**src/rtl/cos_range_reducer_if.sv**
```systemverilog
// Handshake/bus bundle between the cosine range reducer and its neighbours.
// master: requester (drives start/angle_in, observes status and result).
// slave : the reducer (observes start/angle_in, drives busy/done/angle_out/negate).
//   start     request strobe, sampled only while the reducer is idle
//   angle_in  signed Q(ANGLE_W-24).23 angle in radians, sampled with start
//   busy      high while an operation is in flight
//   done      result-valid strobe (held level when built with DONE_HOLD_EN)
//   angle_out reduced angle in [0, pi/2], unsigned Q1.23
//   negate    downstream cosine result must be negated
interface cos_range_reducer_if #(
  parameter int unsigned ANGLE_W = 32,
  parameter int unsigned OUT_W   = 24
) ();
  logic               start;
  logic [ANGLE_W-1:0] angle_in;
  logic               busy;
  logic               done;
  logic [OUT_W-1:0]   angle_out;
  logic               negate;

  modport master (
    output start, angle_in,
    input  busy, done, angle_out, negate
  );

  modport slave (
    input  start, angle_in,
    output busy, done, angle_out, negate
  );
endinterface

```
**src/rtl/cos_range_reducer.sv**
```systemverilog
// Cosine range reducer: folds an arbitrary signed Q8.23 angle into [0, pi/2]
// and flags whether the cosine of the folded angle must be negated, using
// cos(x) = cos(-x) = -cos(pi - x).
// Ports:
//   clock  system clock
//   reset  synchronous, active-high; aborts any operation in flight
//   bus    cos_range_reducer_if.slave (start, angle_in, busy, done,
//          angle_out, negate)
// Build option: DONE_HOLD_EN keeps done high from the result until the next
// accepted start (or reset); otherwise done is a single-cycle pulse.
module cos_range_reducer #(
  parameter int unsigned ANGLE_W      = 32,
  parameter int unsigned OUT_W        = 24,
  parameter int unsigned FXP_SHIFT    = 23,
  parameter int unsigned REDUCE_STEPS = 6,
  parameter int unsigned TWO_PI       = 52707179,
  parameter int unsigned PI           = 26353589,
  parameter int unsigned HALF_PI      = 13176795
) (
  input  logic               clock,
  input  logic               reset,
  cos_range_reducer_if.slave bus
);

  localparam int unsigned CMP_W = ANGLE_W + REDUCE_STEPS;
  localparam int unsigned K_W   = (REDUCE_STEPS > 1) ? $clog2(REDUCE_STEPS) : 1;

  // Elaboration-time sanity checks on the parameter set.
  if (OUT_W != FXP_SHIFT + 1) begin : g_bad_out_w
    $error("cos_range_reducer: OUT_W must be FXP_SHIFT+1 (unsigned Q1.x)");
  end
  if ((64'(TWO_PI) << REDUCE_STEPS) <= (64'd1 << (ANGLE_W - 1))) begin : g_bad_steps
    $error("cos_range_reducer: REDUCE_STEPS too small to cover the input range");
  end

  typedef enum logic [2:0] {
    S_IDLE,
    S_ABS,
    S_REDUCE,
    S_FOLD_PI,
    S_FOLD_HALF
  } state_t;

  state_t             state_q;
  logic [ANGLE_W-1:0] angle_q;
  logic [ANGLE_W-1:0] mag_q;
  logic [K_W-1:0]     k_q;
  logic               busy_q;
  logic               done_q;
  logic [OUT_W-1:0]   angle_out_q;
  logic               negate_q;

  // One shift-subtract step: compare at CMP_W bits so TWO_PI<<k never wraps.
  logic [CMP_W-1:0]   mag_ext_d;
  logic [CMP_W-1:0]   two_pi_shift_d;
  logic               step_ge_d;
  logic [ANGLE_W-1:0] step_sub_d;

  always_comb begin
    mag_ext_d      = CMP_W'(mag_q);
    two_pi_shift_d = CMP_W'(TWO_PI) << k_q;
    step_ge_d      = (mag_ext_d >= two_pi_shift_d);
    step_sub_d     = ANGLE_W'(mag_ext_d - two_pi_shift_d);
  end

  // Sequencer and result registers.
  always_ff @(posedge clock) begin
    if (reset) begin
      state_q     <= S_IDLE;
      angle_q     <= '0;
      mag_q       <= '0;
      k_q         <= K_W'(REDUCE_STEPS - 1);
      busy_q      <= 1'b0;
      done_q      <= 1'b0;
      angle_out_q <= '0;
      negate_q    <= 1'b0;
    end else begin
`ifdef DONE_HOLD_EN
      // done is a level here; it is cleared only when the next start is taken.
`else
      done_q <= 1'b0;
`endif
      case (state_q)
        S_IDLE: begin
          if (bus.start) begin
            angle_q <= bus.angle_in;
            busy_q  <= 1'b1;
            done_q  <= 1'b0;
            state_q <= S_ABS;
          end
        end

        S_ABS: begin
          // Two's-complement magnitude; the most negative input maps to
          // 2^(ANGLE_W-1), which still fits in ANGLE_W unsigned bits.
          mag_q   <= angle_q[ANGLE_W-1] ? (~angle_q + ANGLE_W'(1)) : angle_q;
          k_q     <= K_W'(REDUCE_STEPS - 1);
          state_q <= S_REDUCE;
        end

        S_REDUCE: begin
          if (step_ge_d) begin
            mag_q <= step_sub_d;
          end
          if (k_q == '0) begin
            state_q <= S_FOLD_PI;
          end else begin
            k_q <= k_q - K_W'(1);
          end
        end

        S_FOLD_PI: begin
          // Mirror (pi, 2pi) onto (0, pi); exactly pi stays put.
          if (mag_q > ANGLE_W'(PI)) begin
            mag_q <= ANGLE_W'(TWO_PI) - mag_q;
          end
          state_q <= S_FOLD_HALF;
        end

        S_FOLD_HALF: begin
          // Mirror (pi/2, pi] onto [0, pi/2) and flag the sign flip.
          if (mag_q > ANGLE_W'(HALF_PI)) begin
            angle_out_q <= OUT_W'(ANGLE_W'(PI) - mag_q);
            negate_q    <= 1'b1;
          end else begin
            angle_out_q <= OUT_W'(mag_q);
            negate_q    <= 1'b0;
          end
          done_q  <= 1'b1;
          busy_q  <= 1'b0;
          state_q <= S_IDLE;
        end

        default: begin
          state_q <= S_IDLE;
          busy_q  <= 1'b0;
        end
      endcase
    end
  end

  assign bus.busy      = busy_q;
  assign bus.done      = done_q;
  assign bus.angle_out = angle_out_q;
  assign bus.negate    = negate_q;

endmodule

```
**src/flat_wrapper.sv**
```systemverilog
// flat-port wrapper written by rule: the top's interface ports become plain ports
module cos_range_reducer_flat 
#(
  parameter int unsigned ANGLE_W      = 32,
  parameter int unsigned OUT_W        = 24,
  parameter int unsigned FXP_SHIFT    = 23,
  parameter int unsigned REDUCE_STEPS = 6,
  parameter int unsigned TWO_PI       = 52707179,
  parameter int unsigned PI           = 26353589,
  parameter int unsigned HALF_PI      = 13176795
)
  (clock, reset, bus_start, bus_angle_in, bus_busy, bus_done, bus_angle_out, bus_negate);
  cos_range_reducer_if #(.ANGLE_W(ANGLE_W), .OUT_W(OUT_W)) bus_i ();
  input  logic clock;
  input  logic reset;
  input wire logic [$bits(bus_i.start)-1:0] bus_start;
  input wire logic [$bits(bus_i.angle_in)-1:0] bus_angle_in;
  output wire logic [$bits(bus_i.busy)-1:0] bus_busy;
  output wire logic [$bits(bus_i.done)-1:0] bus_done;
  output wire logic [$bits(bus_i.angle_out)-1:0] bus_angle_out;
  output wire logic [$bits(bus_i.negate)-1:0] bus_negate;
  assign bus_i.start = bus_start;
  assign bus_i.angle_in = bus_angle_in;
  assign bus_busy = bus_i.busy;
  assign bus_done = bus_i.done;
  assign bus_angle_out = bus_i.angle_out;
  assign bus_negate = bus_i.negate;
  cos_range_reducer #(.ANGLE_W(ANGLE_W), .OUT_W(OUT_W), .FXP_SHIFT(FXP_SHIFT), .REDUCE_STEPS(REDUCE_STEPS), .TWO_PI(TWO_PI), .PI(PI), .HALF_PI(HALF_PI)) u_core (.clock(clock), .reset(reset), .bus(bus_i));
endmodule
```
**config.mk**
```make
export PLATFORM = sky130hd
export DESIGN_NAME = cos_range_reducer_flat
export DESIGN_NICKNAME = d
export VERILOG_FILES = /design/src/rtl/cos_range_reducer_if.sv /design/src/rtl/cos_range_reducer.sv /design/src/flat_wrapper.sv
export SDC_FILE = /design/constraint.sdc
export NUM_CORES = 1
export LEC_CHECK = 0
export CORE_UTILIZATION = 60
export CTS_CLUSTER_SIZE = 8
export DETAILED_ROUTE_END_ITERATION = 6
export PLACE_DENSITY_LB_ADDON = 0.12
export SLEW_MARGIN = 20
export SYNTH_ARGS = -nofsm -noshare
export SYNTH_HDL_FRONTEND = slang
export SYNTH_SLANG_ARGS = --single-unit
```
**constraint.sdc**
```tcl
create_clock -name clock -period 4.8 [get_ports clock]
set_input_delay 0.96 -clock clock [delete_from_list [all_inputs] [get_ports clock]]
set_output_delay 0.96 -clock clock [all_outputs]
set_load 0.02 [all_outputs]
```
# Word-level counts from Yosys, hierarchy flattened
# Index checks and enable logic that the tools add are counted.
# op_classes
add_sub_neg	5
bitwise	2
mux	14
n_reduce_logical	10
order_cmp	3
n_shift	1
n_eq_ne	9
# ops
op	count
$mux W32	3
$pmux W32 S3	1
$ge A32 B38 Y1	1
$shl A26 B3 Y38 const A	1
$add A32 B1 Y32 const B	1
$gt A32 B24 Y1 const B	1
$gt A32 B25 Y1 const B	1
$not A32 Y32	1
$sub A26 B32 Y32 const A	1
$sub A32 B32 Y32	1
$mux W24	1
$sub A24 B24 Y24 const A	1
$pmux W3 S4	1
$mux W3	3
$reduce_and A2 Y1	4
$eq A3 B2 Y1 const B	2
$logic_not A3 Y1	2
$ne A2 B1 Y1 const B	3
$pmux W3 S2	1
$ne A2 B2 Y1 const B	2
$eq A3 B1 Y1 const B	1
$eq A3 B3 Y1 const B	1
$mux W1	3
$reduce_and A3 Y1	1
other kinds (6)	6
# totals
inputBits	35
reg_bits	97
out_inout_bits	27

# Logic depth before layout (Yosys ltp)
# depth
word_depth	4
ltp_mapped	17

# Worst setup path after synthesis
# No wires, ideal clock.
# synth_timing
kind	register to register
start	register u_core.k_q[0]
end	register u_core.mag_q[27]
stages_incl_launch_ff	16
arrival_ns	3.343
setup_time_ns	0.088
path_slack_ns	1.369
n_path_buf	2
synth_period_minus_slack_ns	3.431
path_cell_list	dfxtp_1 inv_1 ha_1 nor2b_1 ha_1 fa_1 nor2b_1 o211ai_1 a211o_1 a211o_1 a31oi_1 o31a_1 buf_4 buf_2 nor2_1 a311oi_2
# synth_via
elab_chain_cells	4
word_cells_on_any_way	7
classes_between	add/sub (1); order compare (1); eq/ne (1); shift (1); mux (2); reduce/logical (1)
# synth_rtl
element	line_no	rtl
start: declaration	cos_range_reducer.sv:47	logic [K_W-1:0] k_q;
start signal: assignment	cos_range_reducer.sv:72	k_q <= K_W'(REDUCE_STEPS - 1);
start signal: assignment	cos_range_reducer.sv:97	k_q <= K_W'(REDUCE_STEPS - 1);
start signal: assignment	cos_range_reducer.sv:108	k_q <= k_q - K_W'(1);
$shl A26 B3 Y38 (*)	cos_range_reducer.sv:61	two_pi_shift_d = CMP_W'(TWO_PI) << k_q;
$sub A32 B32 Y32 or $ge A32 B38 Y1 (tied branches)	cos_range_reducer.sv:63, cos_range_reducer.sv:62	
$mux W32 or $ne A2 B1 Y1 (tied branches)	n/a	
$pmux W32 S3 or $reduce_and A3 Y1 (tied branches)	n/a	
end signal: assignment	cos_range_reducer.sv:96	mag_q <= angle_q[ANGLE_W-1] ? (~angle_q + ANGLE_W'(1)) : angle_q;
end signal: assignment	cos_range_reducer.sv:103	mag_q <= step_sub_d;
end signal: assignment	cos_range_reducer.sv:115	mag_q <= ANGLE_W'(TWO_PI) - mag_q;
end: declaration	cos_range_reducer.sv:46	logic [ANGLE_W-1:0] mag_q;
# Every way passes the cells marked *; elsewhere a longest branch is shown, timed or not. The select of a mux whose other input is x is not followed.
# A chain may end at the register's enable or synchronous reset.

# Worst setup path in the final report
# layout_timing
start	register u_core.k_q[0]
end	register u_core.mag_q[13]
# The elaborated chain is that of the path after synthesis.

==> results.sh <==
export IMPL_status="finished, final reports clean"
export IMPL_grt_max_degree=65
export IMPL_cts_buffer_depth=2
export IMPL_avgSynthCellArea_um2=7.410
export IMPL_cp_max_fo=48
export IMPL_start_kind="register"
export IMPL_cp_end_kind="register"
export IMPL_insertion_delay_ps=350
export IMPL_synth_flop_cell="dfxtp_1"
export IMPL_vdd_drop_max_v=0.0001924
export IMPL_place_hpwl_um=18580
export IMPL_min_from="u_core.bus.angle_out[0]$_SDFFE_PP0P_"
export IMPL_n_antenna_cell=0
export IMPL_r2r_start="u_core.k_q[0]$_SDFFE_PP1P_"
export IMPL_synth_edff_count=0
export IMPL_min_path_cells=2
export IMPL_fin_tns_setup_ps=0
export IMPL_fin_util_pct=67.86
export IMPL_ios=62
export IMPL_drive_gt1_share_pct=5.748
export IMPL_syn_cell_area_um2=8107
export IMPL_initial_core_util_pct=61.46
export IMPL_drv_cap=0
export IMPL_fin_area_um2=8951
export IMPL_setup_viol=0
export IMPL_wire_per_inst_um=19.39
export IMPL_seq_area_frac_synth_pct=23.95
export IMPL_drc=0
export IMPL_worstSetupPathType="register to register"
export IMPL_cts_tree="built"
export IMPL_worstPathRequired_ps=5070
export IMPL_grt_usage_pct=35.70
export IMPL_reg2reg_depth=14
export IMPL_syn_inst=1094
export IMPL_yosysUniqueCellTypes=70
export IMPL_first_pass_iters=7
export IMPL_cts_root_buf="clkbuf_16"
export IMPL_ys_async_sr_fraction_pct=0
export IMPL_final_setup_worst_slack_ps=765.7
export IMPL_post_dp_cell_area_um2=8667
export IMPL_drtIter0Drc=834
export IMPL_skew_ps=5.492
export IMPL_gp_congestion=1.006
export IMPL_fin_crit_sh_pct=84.05
export IMPL_cts_buffers=9
export IMPL_die_width_um=118.2
export IMPL_ys_seq_elements=97
export IMPL_die_area_um2=13980
export IMPL_final_common_cell="nand2_1"
export IMPL_p_total_mw=3.032
export IMPL_slew_viol_final=0
export IMPL_power_density_nw_per_um2=338.7
export IMPL_worstMarginPinSlew_ps=1034
export IMPL_cts_resized=0
export IMPL_period_minus_slack_ps=4034
export IMPL_cts_htree_levels=3
export IMPL_ant_nets=0
export IMPL_fill_cells=1156
export IMPL_wl_um=24670
export IMPL_numPortBuffers=61
export IMPL_cp_startpoint="u_core.k_q[0]$_SDFFE_PP1P_"
export IMPL_nNetsFinal=1173
export IMPL_maxClockFrequency_mhz=247.9
export IMPL_antenna_found_initial=1
export IMPL_post_cts_setup_buffers=0
export IMPL_yosys_warnings=0
export IMPL_vias=8274
export IMPL_grt_overflow=0
export IMPL_grt_pass1_wl_um=39500
export IMPL_place_ws_ps=844.1
export IMPL_syn_nets=1176
export IMPL_p_leak_nw=3.366
export IMPL_arrival_ps=4300
export IMPL_fin_hold_ws_ps=459.7
export IMPL_drt_vias_per_instance=6.505
export IMPL_relSlewSlack_pct=30.88
export IMPL_finalHoldViolCount=0
export IMPL_numClockSinks=97
export IMPL_ctsHoldBuffers=0
export IMPL_syn2layout_area_growth_pct=10.42
export IMPL_die_h_um=118.2
export IMPL_dp_cells=1256
export IMPL_layoutNonFillerInstCount=1272
export IMPL_clk_pin_slew_worst_paths_ps=70
export IMPL_hp_class="register to register"
export IMPL_mostFrequentLayoutCells="nand2_1 (144), a21oi_1 (108), nor2_1 (98)"
export IMPL_grt_pass1_vias=7483
export IMPL_num_rows=42
export IMPL_coreArea_um2=13190
export IMPL_rsz0062_at_grt="no"
==> layer usage <==
metal,vias up,GRT usage (%),part of all wire (%)
li1,3968,-,-
met1,3821,48.02,43
met2,412,54.93,44
met3,71,8.156,8.8
met4,2,14.42,3.8
met5,-,0,0.041
==> sequential cells by signal, indices dropped and copies added (netlist names) <==
signal                count
u_core.bus.busy           1
u_core.k_q                3
u_core.mag_q             32
u_core.state_q            3
u_core.bus.negate         1
u_core.bus.angle_out     24
u_core.bus.done           1
u_core.angle_q           32
==> logic make-up (layout without fill, tap and decap cells) <==
family | after synthesis | in the layout | share of synthesized area (%)
simple gates | 403 | 403 | 23.78
compound gates | 346 | 346 | 28.94
buf+inv | 103 | 105 | 5.248
flops | 97 | 97 | 23.95
xor+xnor | 92 | 92 | 9.940
fa+ha+maj | 47 | 47 | 7.347
mux | 6 | 6 | 0.7871
==> final timing paths <==
path,to,slack [ps]
worst min-delay path,u_core.bus.angle_out[0]$_SDFFE_PP0P_,460
worst min register to register,u_core.bus.angle_out[0]$_SDFFE_PP0P_,460
worst max-delay path,u_core.mag_q[13]$_SDFFE_PP0P_,770
worst max register to register,u_core.mag_q[13]$_SDFFE_PP0P_,770
==> where the power goes <==
group	internal, mW	leakage (nW)	switching [mW]
sequential	0.871	0.792	0.179
combinational	0.511	2.43	0.763
clock	0.361	0.139	0.347
total	1.74	3.37	1.29
==> worst max-delay path, stage by stage, from the launching register on <==
cell and delay (ps):
dfxtp_1 440, inv_1 160, ha_1 290, nor2b_1 200, ha_1 270, fa_1 410, nor2b_1 190, o211ai_1 160
a211o_1 310, a211o_1 320, a31oi_1 320, o31a_2 270, buf_12 270, nor2_1 90, a311oi_2 240
==> Yosys cell counts (all sizes together) (8+ instances only) <==
library cell / count / area, um^2
inv: 19 / 71.31
a21o: 16 / 120.1
dfxtp: 97 / 1942
o41ai: 8 / 70.07
nor2: 98 / 367.9
clkbuf: 72 / 270.3
nor3: 24 / 120.1
o31ai: 22 / 165.2
buf: 12 / 83.82
or3: 17 / 106.4
or4: 9 / 67.56
a211oi: 43 / 402.9
or2: 8 / 50.05
a22o: 8 / 70.07
ha: 46 / 575.6
nor2b: 10 / 62.56
a21oi: 108 / 540.5
o22ai: 18 / 112.6
xnor2: 50 / 437.9
nand3: 15 / 75.07
nand4: 18 / 112.6
nor4: 12 / 87.58
o21ai: 55 / 275.3
xor2: 42 / 367.9
nand2: 144 / 540.5
a31oi: 14 / 87.58
nand2b: 15 / 93.84
o211ai: 10 / 75.07
and3: 10 / 62.56
==> cell type report <==
class / instances / area [um^2] / share of cell area (%)
well taps: 176 / 220.2 / 2.460
repair buffers: 70 / 688.2 / 7.688
clock inverters: 7 / 58.81 / 0.6570
clock buffers: 9 / 225.2 / 2.516
flip-flops and latches: 97 / 1942 / 21.69
inverters: 19 / 71.32 / 0.7968
multi-input cells: 894 / 5746 / 64.19
Note: power is estimated with default switching activity, not from simulation.
